[src/rtl/fft_frame_ctrl.sv]
// Frame sequencer wrapped around a streaming FFT core. It sends one config
// word, waits a fixed settle time, then feeds exactly N = 2^L beats into the
// core, zero-padding short frames and dropping the tail of long ones. The
// core output is forwarded with a bin index and length checking.
//
// state   | meaning
// --------+--------------------------------------------------------------
// IDLE    | waiting for start; all streams quiet
// CONFIG  | config word presented to the core until accepted
// WAIT    | fixed CONFIG_LATENCY cycle settle after config accept
// WR      | input samples passed through to the core
// ZP      | short input frame: zero beats sent until N beats total
// DISCARD | long input frame: extra input beats dropped up to tlast
// RD      | core output passed through to m_axis with bin index
module fft_frame_ctrl #(
  parameter int MAX_LOG2_LEN   = 13,
  parameter int CHANNELS       = 2,
  parameter int DATA_WIDTH     = 32,
  parameter int CONFIG_LATENCY = 16,
  parameter int INDEX_WIDTH    = 32
) (
  input  logic                           aclk,
  input  logic                           aresetn,
  input  logic                           start,
  input  logic [4:0]                     cfg_log2_len,
  input  logic                           cfg_inverse,
  input  logic                           clear_err,
  input  logic [CHANNELS*DATA_WIDTH-1:0] s_axis_tdata,
  input  logic                           s_axis_tvalid,
  input  logic                           s_axis_tlast,
  output logic                           s_axis_tready,
  output logic [15:0]                    m_fft_cfg_tdata,
  output logic                           m_fft_cfg_tvalid,
  input  logic                           m_fft_cfg_tready,
  output logic [CHANNELS*DATA_WIDTH-1:0] m_fft_data_tdata,
  output logic                           m_fft_data_tvalid,
  output logic                           m_fft_data_tlast,
  input  logic                           m_fft_data_tready,
  input  logic [CHANNELS*DATA_WIDTH-1:0] s_fft_data_tdata,
  input  logic                           s_fft_data_tvalid,
  input  logic                           s_fft_data_tlast,
  output logic                           s_fft_data_tready,
  output logic [CHANNELS*DATA_WIDTH-1:0] m_axis_tdata,
  output logic                           m_axis_tvalid,
  output logic                           m_axis_tlast,
  input  logic                           m_axis_tready,
  output logic [INDEX_WIDTH-1:0]         m_index,
  output logic                           busy,
  output logic [15:0]                    frame_count,
  output logic                           err_truncated,
  output logic                           err_len
);

  localparam int DW       = CHANNELS * DATA_WIDTH;
  localparam int CW       = MAX_LOG2_LEN + 1;
  localparam int LATW     = (CONFIG_LATENCY > 1) ? $clog2(CONFIG_LATENCY) : 1;
  localparam int LAT_LOAD = (CONFIG_LATENCY > 0) ? CONFIG_LATENCY - 1 : 0;

  typedef enum logic [2:0] {
    S_IDLE, S_CONFIG, S_WAIT, S_WR, S_ZP, S_DISCARD, S_RD
  } state_t;

  state_t                 state_q, state_d;
  logic [4:0]             log2_q, log2_d;
  logic                   inv_q, inv_d;
  logic [CW-1:0]          remaining_q, remaining_d;
  logic [LATW-1:0]        wait_cnt_q, wait_cnt_d;
  logic [INDEX_WIDTH-1:0] index_q, index_d;
  logic [15:0]            frame_count_q, frame_count_d;
  logic                   err_trunc_q, err_trunc_d;
  logic                   err_len_q, err_len_d;
  logic                   set_trunc, set_len;
  logic [4:0]             len_clamped;
  logic [CW-1:0]          n_full, n_last;
  logic                   at_last_bin;
  logic                   rst_meta_q, rst_sync_q;

  // Reset asserts immediately, releases two clocks after aresetn rises.
  always_ff @(posedge aclk or negedge aresetn) begin
    if (!aresetn) begin
      rst_meta_q <= 1'b0;
      rst_sync_q <= 1'b0;
    end else begin
      rst_meta_q <= 1'b1;
      rst_sync_q <= rst_meta_q;
    end
  end

  // Requested length exponent limited to the range the core supports.
  always_comb begin
    len_clamped = cfg_log2_len;
    if (cfg_log2_len < 5'd3)
      len_clamped = 5'd3;
    else if (cfg_log2_len > 5'(MAX_LOG2_LEN))
      len_clamped = 5'(MAX_LOG2_LEN);
  end

  assign n_full      = CW'(1) << log2_q;
  assign n_last      = n_full - CW'(1);
  assign at_last_bin = (index_q == INDEX_WIDTH'(n_last));

  // State register and all counters/flags.
  always_ff @(posedge aclk or negedge rst_sync_q) begin
    if (!rst_sync_q) begin
      state_q       <= S_IDLE;
      log2_q        <= '0;
      inv_q         <= 1'b0;
      remaining_q   <= '0;
      wait_cnt_q    <= '0;
      index_q       <= '0;
      frame_count_q <= '0;
      err_trunc_q   <= 1'b0;
      err_len_q     <= 1'b0;
    end else begin
      state_q       <= state_d;
      log2_q        <= log2_d;
      inv_q         <= inv_d;
      remaining_q   <= remaining_d;
      wait_cnt_q    <= wait_cnt_d;
      index_q       <= index_d;
      frame_count_q <= frame_count_d;
      err_trunc_q   <= err_trunc_d;
      err_len_q     <= err_len_d;
    end
  end

  // Next-state, counter updates and stream muxing per state.
  always_comb begin
    state_d           = state_q;
    log2_d            = log2_q;
    inv_d             = inv_q;
    remaining_d       = remaining_q;
    wait_cnt_d        = wait_cnt_q;
    index_d           = index_q;
    frame_count_d     = frame_count_q;
    set_trunc         = 1'b0;
    set_len           = 1'b0;
    s_axis_tready     = 1'b0;
    m_fft_cfg_tdata   = '0;
    m_fft_cfg_tvalid  = 1'b0;
    m_fft_data_tdata  = '0;
    m_fft_data_tvalid = 1'b0;
    m_fft_data_tlast  = 1'b0;
    s_fft_data_tready = 1'b0;
    m_axis_tdata      = '0;
    m_axis_tvalid     = 1'b0;
    m_axis_tlast      = 1'b0;

    case (state_q)
      S_IDLE: begin
        index_d = '0;
        if (start) begin
          state_d = S_CONFIG;
          log2_d  = len_clamped;
          inv_d   = cfg_inverse;
        end
      end

      S_CONFIG: begin
        m_fft_cfg_tvalid = 1'b1;
        m_fft_cfg_tdata  = {7'b0, ~inv_q, 3'b0, log2_q};
        if (m_fft_cfg_tready) begin
          state_d    = S_WAIT;
          wait_cnt_d = LATW'(LAT_LOAD);
        end
      end

      S_WAIT: begin
        if (wait_cnt_q == '0) begin
          state_d     = S_WR;
          remaining_d = n_full;
        end else begin
          wait_cnt_d = wait_cnt_q - LATW'(1);
        end
      end

      S_WR: begin
        m_fft_data_tdata  = s_axis_tdata;
        m_fft_data_tvalid = s_axis_tvalid;
        m_fft_data_tlast  = (remaining_q == CW'(1));
        s_axis_tready     = m_fft_data_tready;
        if (s_axis_tvalid && m_fft_data_tready) begin
          remaining_d = remaining_q - CW'(1);
          if (s_axis_tlast) begin
            state_d = (remaining_q > CW'(1)) ? S_ZP : S_RD;
          end else if (remaining_q == CW'(1)) begin
            state_d   = S_DISCARD;
            set_trunc = 1'b1;
          end
        end
      end

      S_ZP: begin
        m_fft_data_tvalid = 1'b1;
        m_fft_data_tlast  = (remaining_q == CW'(1));
        if (m_fft_data_tready) begin
          remaining_d = remaining_q - CW'(1);
          if (remaining_q == CW'(1))
            state_d = S_RD;
        end
      end

      S_DISCARD: begin
        s_axis_tready = 1'b1;
        if (s_axis_tvalid && s_axis_tlast)
          state_d = S_RD;
      end

      S_RD: begin
        m_axis_tdata      = s_fft_data_tdata;
        m_axis_tvalid     = s_fft_data_tvalid;
        m_axis_tlast      = s_fft_data_tlast;
        s_fft_data_tready = m_axis_tready;
        if (s_fft_data_tvalid && m_axis_tready) begin
          index_d = index_q + INDEX_WIDTH'(1);
          if (s_fft_data_tlast) begin
            set_len       = !at_last_bin;
            state_d       = S_IDLE;
            index_d       = '0;
            frame_count_d = frame_count_q + 16'd1;
          end else if (at_last_bin) begin
            set_len = 1'b1;
          end
        end
      end

      default: state_d = S_IDLE;
    endcase

    err_trunc_d = set_trunc | (err_trunc_q & ~clear_err);
    err_len_d   = set_len   | (err_len_q   & ~clear_err);
  end

  assign busy          = (state_q != S_IDLE);
  assign m_index       = index_q;
  assign frame_count   = frame_count_q;
  assign err_truncated = err_trunc_q;
  assign err_len       = err_len_q;

endmodule
[config.mk]
export PLATFORM = sky130hd
export DESIGN_NAME = fft_frame_ctrl
export DESIGN_NICKNAME = d
export VERILOG_FILES = /design/src/rtl/fft_frame_ctrl.sv
export SDC_FILE = /design/constraint.sdc
export NUM_CORES = 1
export LEC_CHECK = 0
export BUFFER_PORTS_ARGS = -buffer_cell sky130_fd_sc_hd__buf_2
export CAP_MARGIN = 20
export CORE_AREA = 2 2 134 136
export CTS_CLUSTER_SIZE = 10
export DETAILED_ROUTE_END_ITERATION = 6
export DIE_AREA = 0 0 136 138
export HOLD_SLACK_MARGIN = 0.06
export PLACE_DENSITY = 0.61
export SLEW_MARGIN = 20
export SYNTH_ARGS = -nofsm -noshare
export SYNTH_HDL_FRONTEND = slang
export SYNTH_SLANG_ARGS = --single-unit
[constraint.sdc]
create_clock -name aclk -period 2.6 [get_ports aclk]
set_input_delay 0.13 -clock aclk [delete_from_list [all_inputs] [get_ports aclk]]
set_output_delay 0.13 -clock aclk [all_outputs]
set_load 0.1 [all_outputs]
==> flow_metrics.py <==
metrics = {
    "synthesis": {
        "synth_area_leader_cell": "dfrtp_1",
        "synthMuxAreaShare_pct": 1.118,
        "synth.yosys.seq_area_share_pct": 34.64,
        "synth_area_per_cell_um2": 8.083,
        "synth_edf_count": 0,
        "synthTopCellsByCount": "and2_1 (135), dfrtp_1 (79), nor2_1 (59), nand2_1 (47), o21ai_0 (45)",
        "asyncSetResetFlopFracSynth_pct": 100.0,
        "synth_area_leaders": "dfrtp_1 (35%), and2_1 (15%), o21ai_0 (3.9%), nor2_1 (3.9%), nand2_1 (3.1%)",
        "synth_compound_area_share_pct": 14.62,
        "yosys_most_used_dff": "dfrtp_1",
        "yosysTopAreaCellShare_pct": 34.64,
        "ys_ff_latch": 79,
        "yosysWarnings": 0,
        "synth.most_common_cell": "and2_1",
        "synth-simple-area-share_pct": 36.83,
        "synth_top_family_by_area": "simple AND/OR/NAND/NOR gates",
        "synthesis.area_mm2": 0.005707,
        "syn_inst": 706,
        "synth_xor_area_share_pct": 6.249,
        "synth_cell_type_count": 62,
        "yosys.area_share.adder_pct": 1.316,
    },
    "clock_network": {
        "cts_buffers": 9,
        "cts_sinks": 79,
        "ctsHtreeMaxLevel": 3,
        "clock_latency_ns": 0.35,
        "clk_transition_reported_paths_ns": 0.07,
        "clk_path_buf_depth": 2,
        "cts_root_buf": "clkbuf_16",
        "ctsResizeCount": 0,
        "cts_tree": "built",
    },
    "status": {
        "status": "finished clean",
    },
    "sta": {
        "hold_viol": 0,
        "layout_setup_ws_ns": 0.1088,
        "tightest_slew_ns": 0.8244,
        "period_share_pct": 95.82,
        "finalSetupViolations": 0,
        "slew-limit-headroom_pct": 44.92,
        "period_minus_slack_ns": 2.491,
        "skew_ns": 0.007074,
        "rsz0062_at_grt": "no",
        "final_max_slew_viol_count": 0,
        "max_freq_mhz": 401.4,
    },
    "layout": {
        "layout.nets": 1202,
        "syn_to_final_growth_pct": 76.67,
        "drive_above_1_share_pct": 38.83,
        "post-route-cell-area_mm2": 0.01008,
        "fillCellCount": 1570,
        "fin_cells": 1286,
    },
    "setup_path": {
        "worstPathMaxFanout": 15,
        "start_kind": "register",
        "slowest_delay_ns": 0.46,
        "setup.worst_path.end_class": "output pin",
        "ff2ff_setup_slack_ns": 0.11,
        "cp_cell_sequence": "buf_4 > nor2b_1 > and2_1 > nor2b_2 > buf_2",
        "crit_buf_inv": 2,
        "r2r_cells": 9,
        "crit_family": "simple AND/OR/NAND/NOR gates",
        "critPathSlowestCell": "dfrtp_1",
        "worstPathArrival_ns": 2.36,
        "worstPathRequired_ns": 2.47,
        "path_class": "register to output pin",
        "r2r-start": "log2_q[4]",
        "r2r_end": "err_len",
    },
    "detailed_routing": {
        "wl_um": 26390,
        "first_pass_iters": 6,
        "ant_nets": 0,
        "wl_per_cell_um": 20.52,
        "drc": 0,
        "dr.first_iter.drc_count": 759,
        "num_vias": 6585,
        "viasPerCell": 5.121,
    },
    "power": {
        "p_comb_share_pct": 70.9,
        "p_int_mw": 4.698,
        "ir_drop_mv": 0.6980,
        "pwr-share-seq_pct": 15.7,
        "p_leak_nw": 4.801,
        "power_per_cell_area_mw_per_mm2": 1042,
        "p_sw_mw": 5.811,
        "p_sw_share_pct": 55.30,
        "clockPowerShare_pct": 13.5,
    },
    "place": {
        "place_ws_ns": 0.09313,
        "io_buffers": 336,
        "gp_congestion": 0.9531,
        "placed_cell_area_mm2": 0.009711,
        "placed_cells": 1264,
        "dp_hpwl_um": 21380,
    },
    "global_route": {
        "grt_start_max_net_pins": 67,
        "track_usage_pct": 27.69,
        "grt_pass1_vias": 6189,
        "grt_pass1_wl_um": 38760,
        "antenna_found_initial": 5,
        "grt.overflow.total": 0,
    },
    "floorplanning": {
        "io_pins": 347,
        "initial_core_util_pct": 32.55,
        "rows": 49,
        "fp.dieH_um": 138,
        "fp.dieW_um": 136,
        "core_area_mm2": 0.01753,
        "die_area_mm2": 0.01877,
    },
    "worst_hold_path": {
        "hold_path_depth": 3,
        "holdCritPathClass": "input pin to register",
        "hold_end": "log2_q[2]",
        "min_from": "cfg_log2_len[2]",
    },
    "flow_run": {
        "max_cap_viol_count": 0,
    },
}
[registers in the layout, indices dropped and copies added (netlist names)]
register / count
err_truncated: 1
rst_sync_q: 1
m_index: 32
remaining_q: 14
frame_count: 16
wait_cnt_q: 4
err_len: 1
rst_meta_q: 1
inv_q: 1
state_q: 3
log2_q: 5
[cell usage in the layout (no fill, tap or decap), drive strengths merged, types with 5 or more instances in the layout]
cell type	instances
or4	5
and3	22
nor2	59
xor2	20
a31oi	8
nor3	17
ha	6
nand2	47
a21oi	29
nand3	18
a22o	10
nor4	14
xnor2	18
conb	11
and2	135
clkbuf	10
inv	19
and4	6
dfrtp	79
o21ai	46
or3	12
nand2b	7
buf	370
nor2b	9
nand4	10
[logic make-up (layout without fill, tap and decap cells)]
family / Yosys count / in the layout
AND/OR/NAND/NOR: 375 / 375
AO/OA/AOI/OAI: 133 / 133
flip-flops: 79 / 79
buffers and inverters: 66 / 407
XOR/XNOR: 39 / 39
adder cells (fa/ha/maj): 6 / 6
multiplexers: 6 / 6
other: 2 / 12
[metrics by stage]
step | util, % | total power, mW | setup TNS, ns | hold WS [ns]
2_1_floorplan | - | 6.585 | -0.1068 | -0.1656
3_3_place_gp | 55.38 | 8.987 | 0 | -0.08517
3_5_place_dp | 55.38 | 9.045 | 0 | -0.08358
4_1_cts | 57.44 | 10.48 | 0 | 0.08530
5_1_grt | 57.49 | 10.94 | 0 | 0.1067
6_report | 57.50 | 10.51 | 0 | 0.08014
[tightest hold or removal path: cells and delay by family]
| family | cells | cell delay (ns) |
|---|---|---|
| compound gates | 2 | 0.14 |
| buf+inv | 1 | 0.11 |
[power by group through the flow]
stage | registers, mW | clock network [mW] | logic (mW)
floorplan | 1.72 | 0 | 4.86
global placement | 1.65 | 0 | 7.34
detailed placement | 1.66 | 0 | 7.39
CTS | 1.64 | 1.43 | 7.41
global route | 1.67 | 1.46 | 7.80
finish | 1.64 | 1.42 | 7.45
[cell type report]
type	instances	area, um^2	share of cell area [%]
timing repair buffer	374	3926	38.94
multi-input combinational	570	3495	34.66
sequential	79	1987	19.71
tap	229	286.5	2.842
clock buffer	10	229.0	2.271
clock inverter	6	92.59	0.9183
inverter	17	63.81	0.6329
antenna	1	2.502	0.02482
[per-layer routing]
metal,global-route usage (%),up-vias,part of all wire [%]
met2,41.87,349,45
met5,0,-,0.049
li1,-,3114,-
met1,37.58,3097,41
met3,12.25,23,13
met4,3.728,2,0.73
[worst max path at each step]
stage,to,from,cells after the start
global route,err_len,log2_q[4],9
floorplan,m_fft_cfg_tdata[8],state_q[2],4
CTS,err_len,log2_q[2],9
finish,m_fft_cfg_tdata[8],state_q[2],5
global placement,err_len,log2_q[2],9
detailed placement,err_len,log2_q[2],9
[repair_timing]
action / 4_1_cts / 5_1_grt
buffers inserted: 0 / 1
hold buffers: 4 / 0
endpoints found under the hold margin: 5 / 0
setup endpoints to repair: 0 / 1
(Power assumes the default switching activity.)
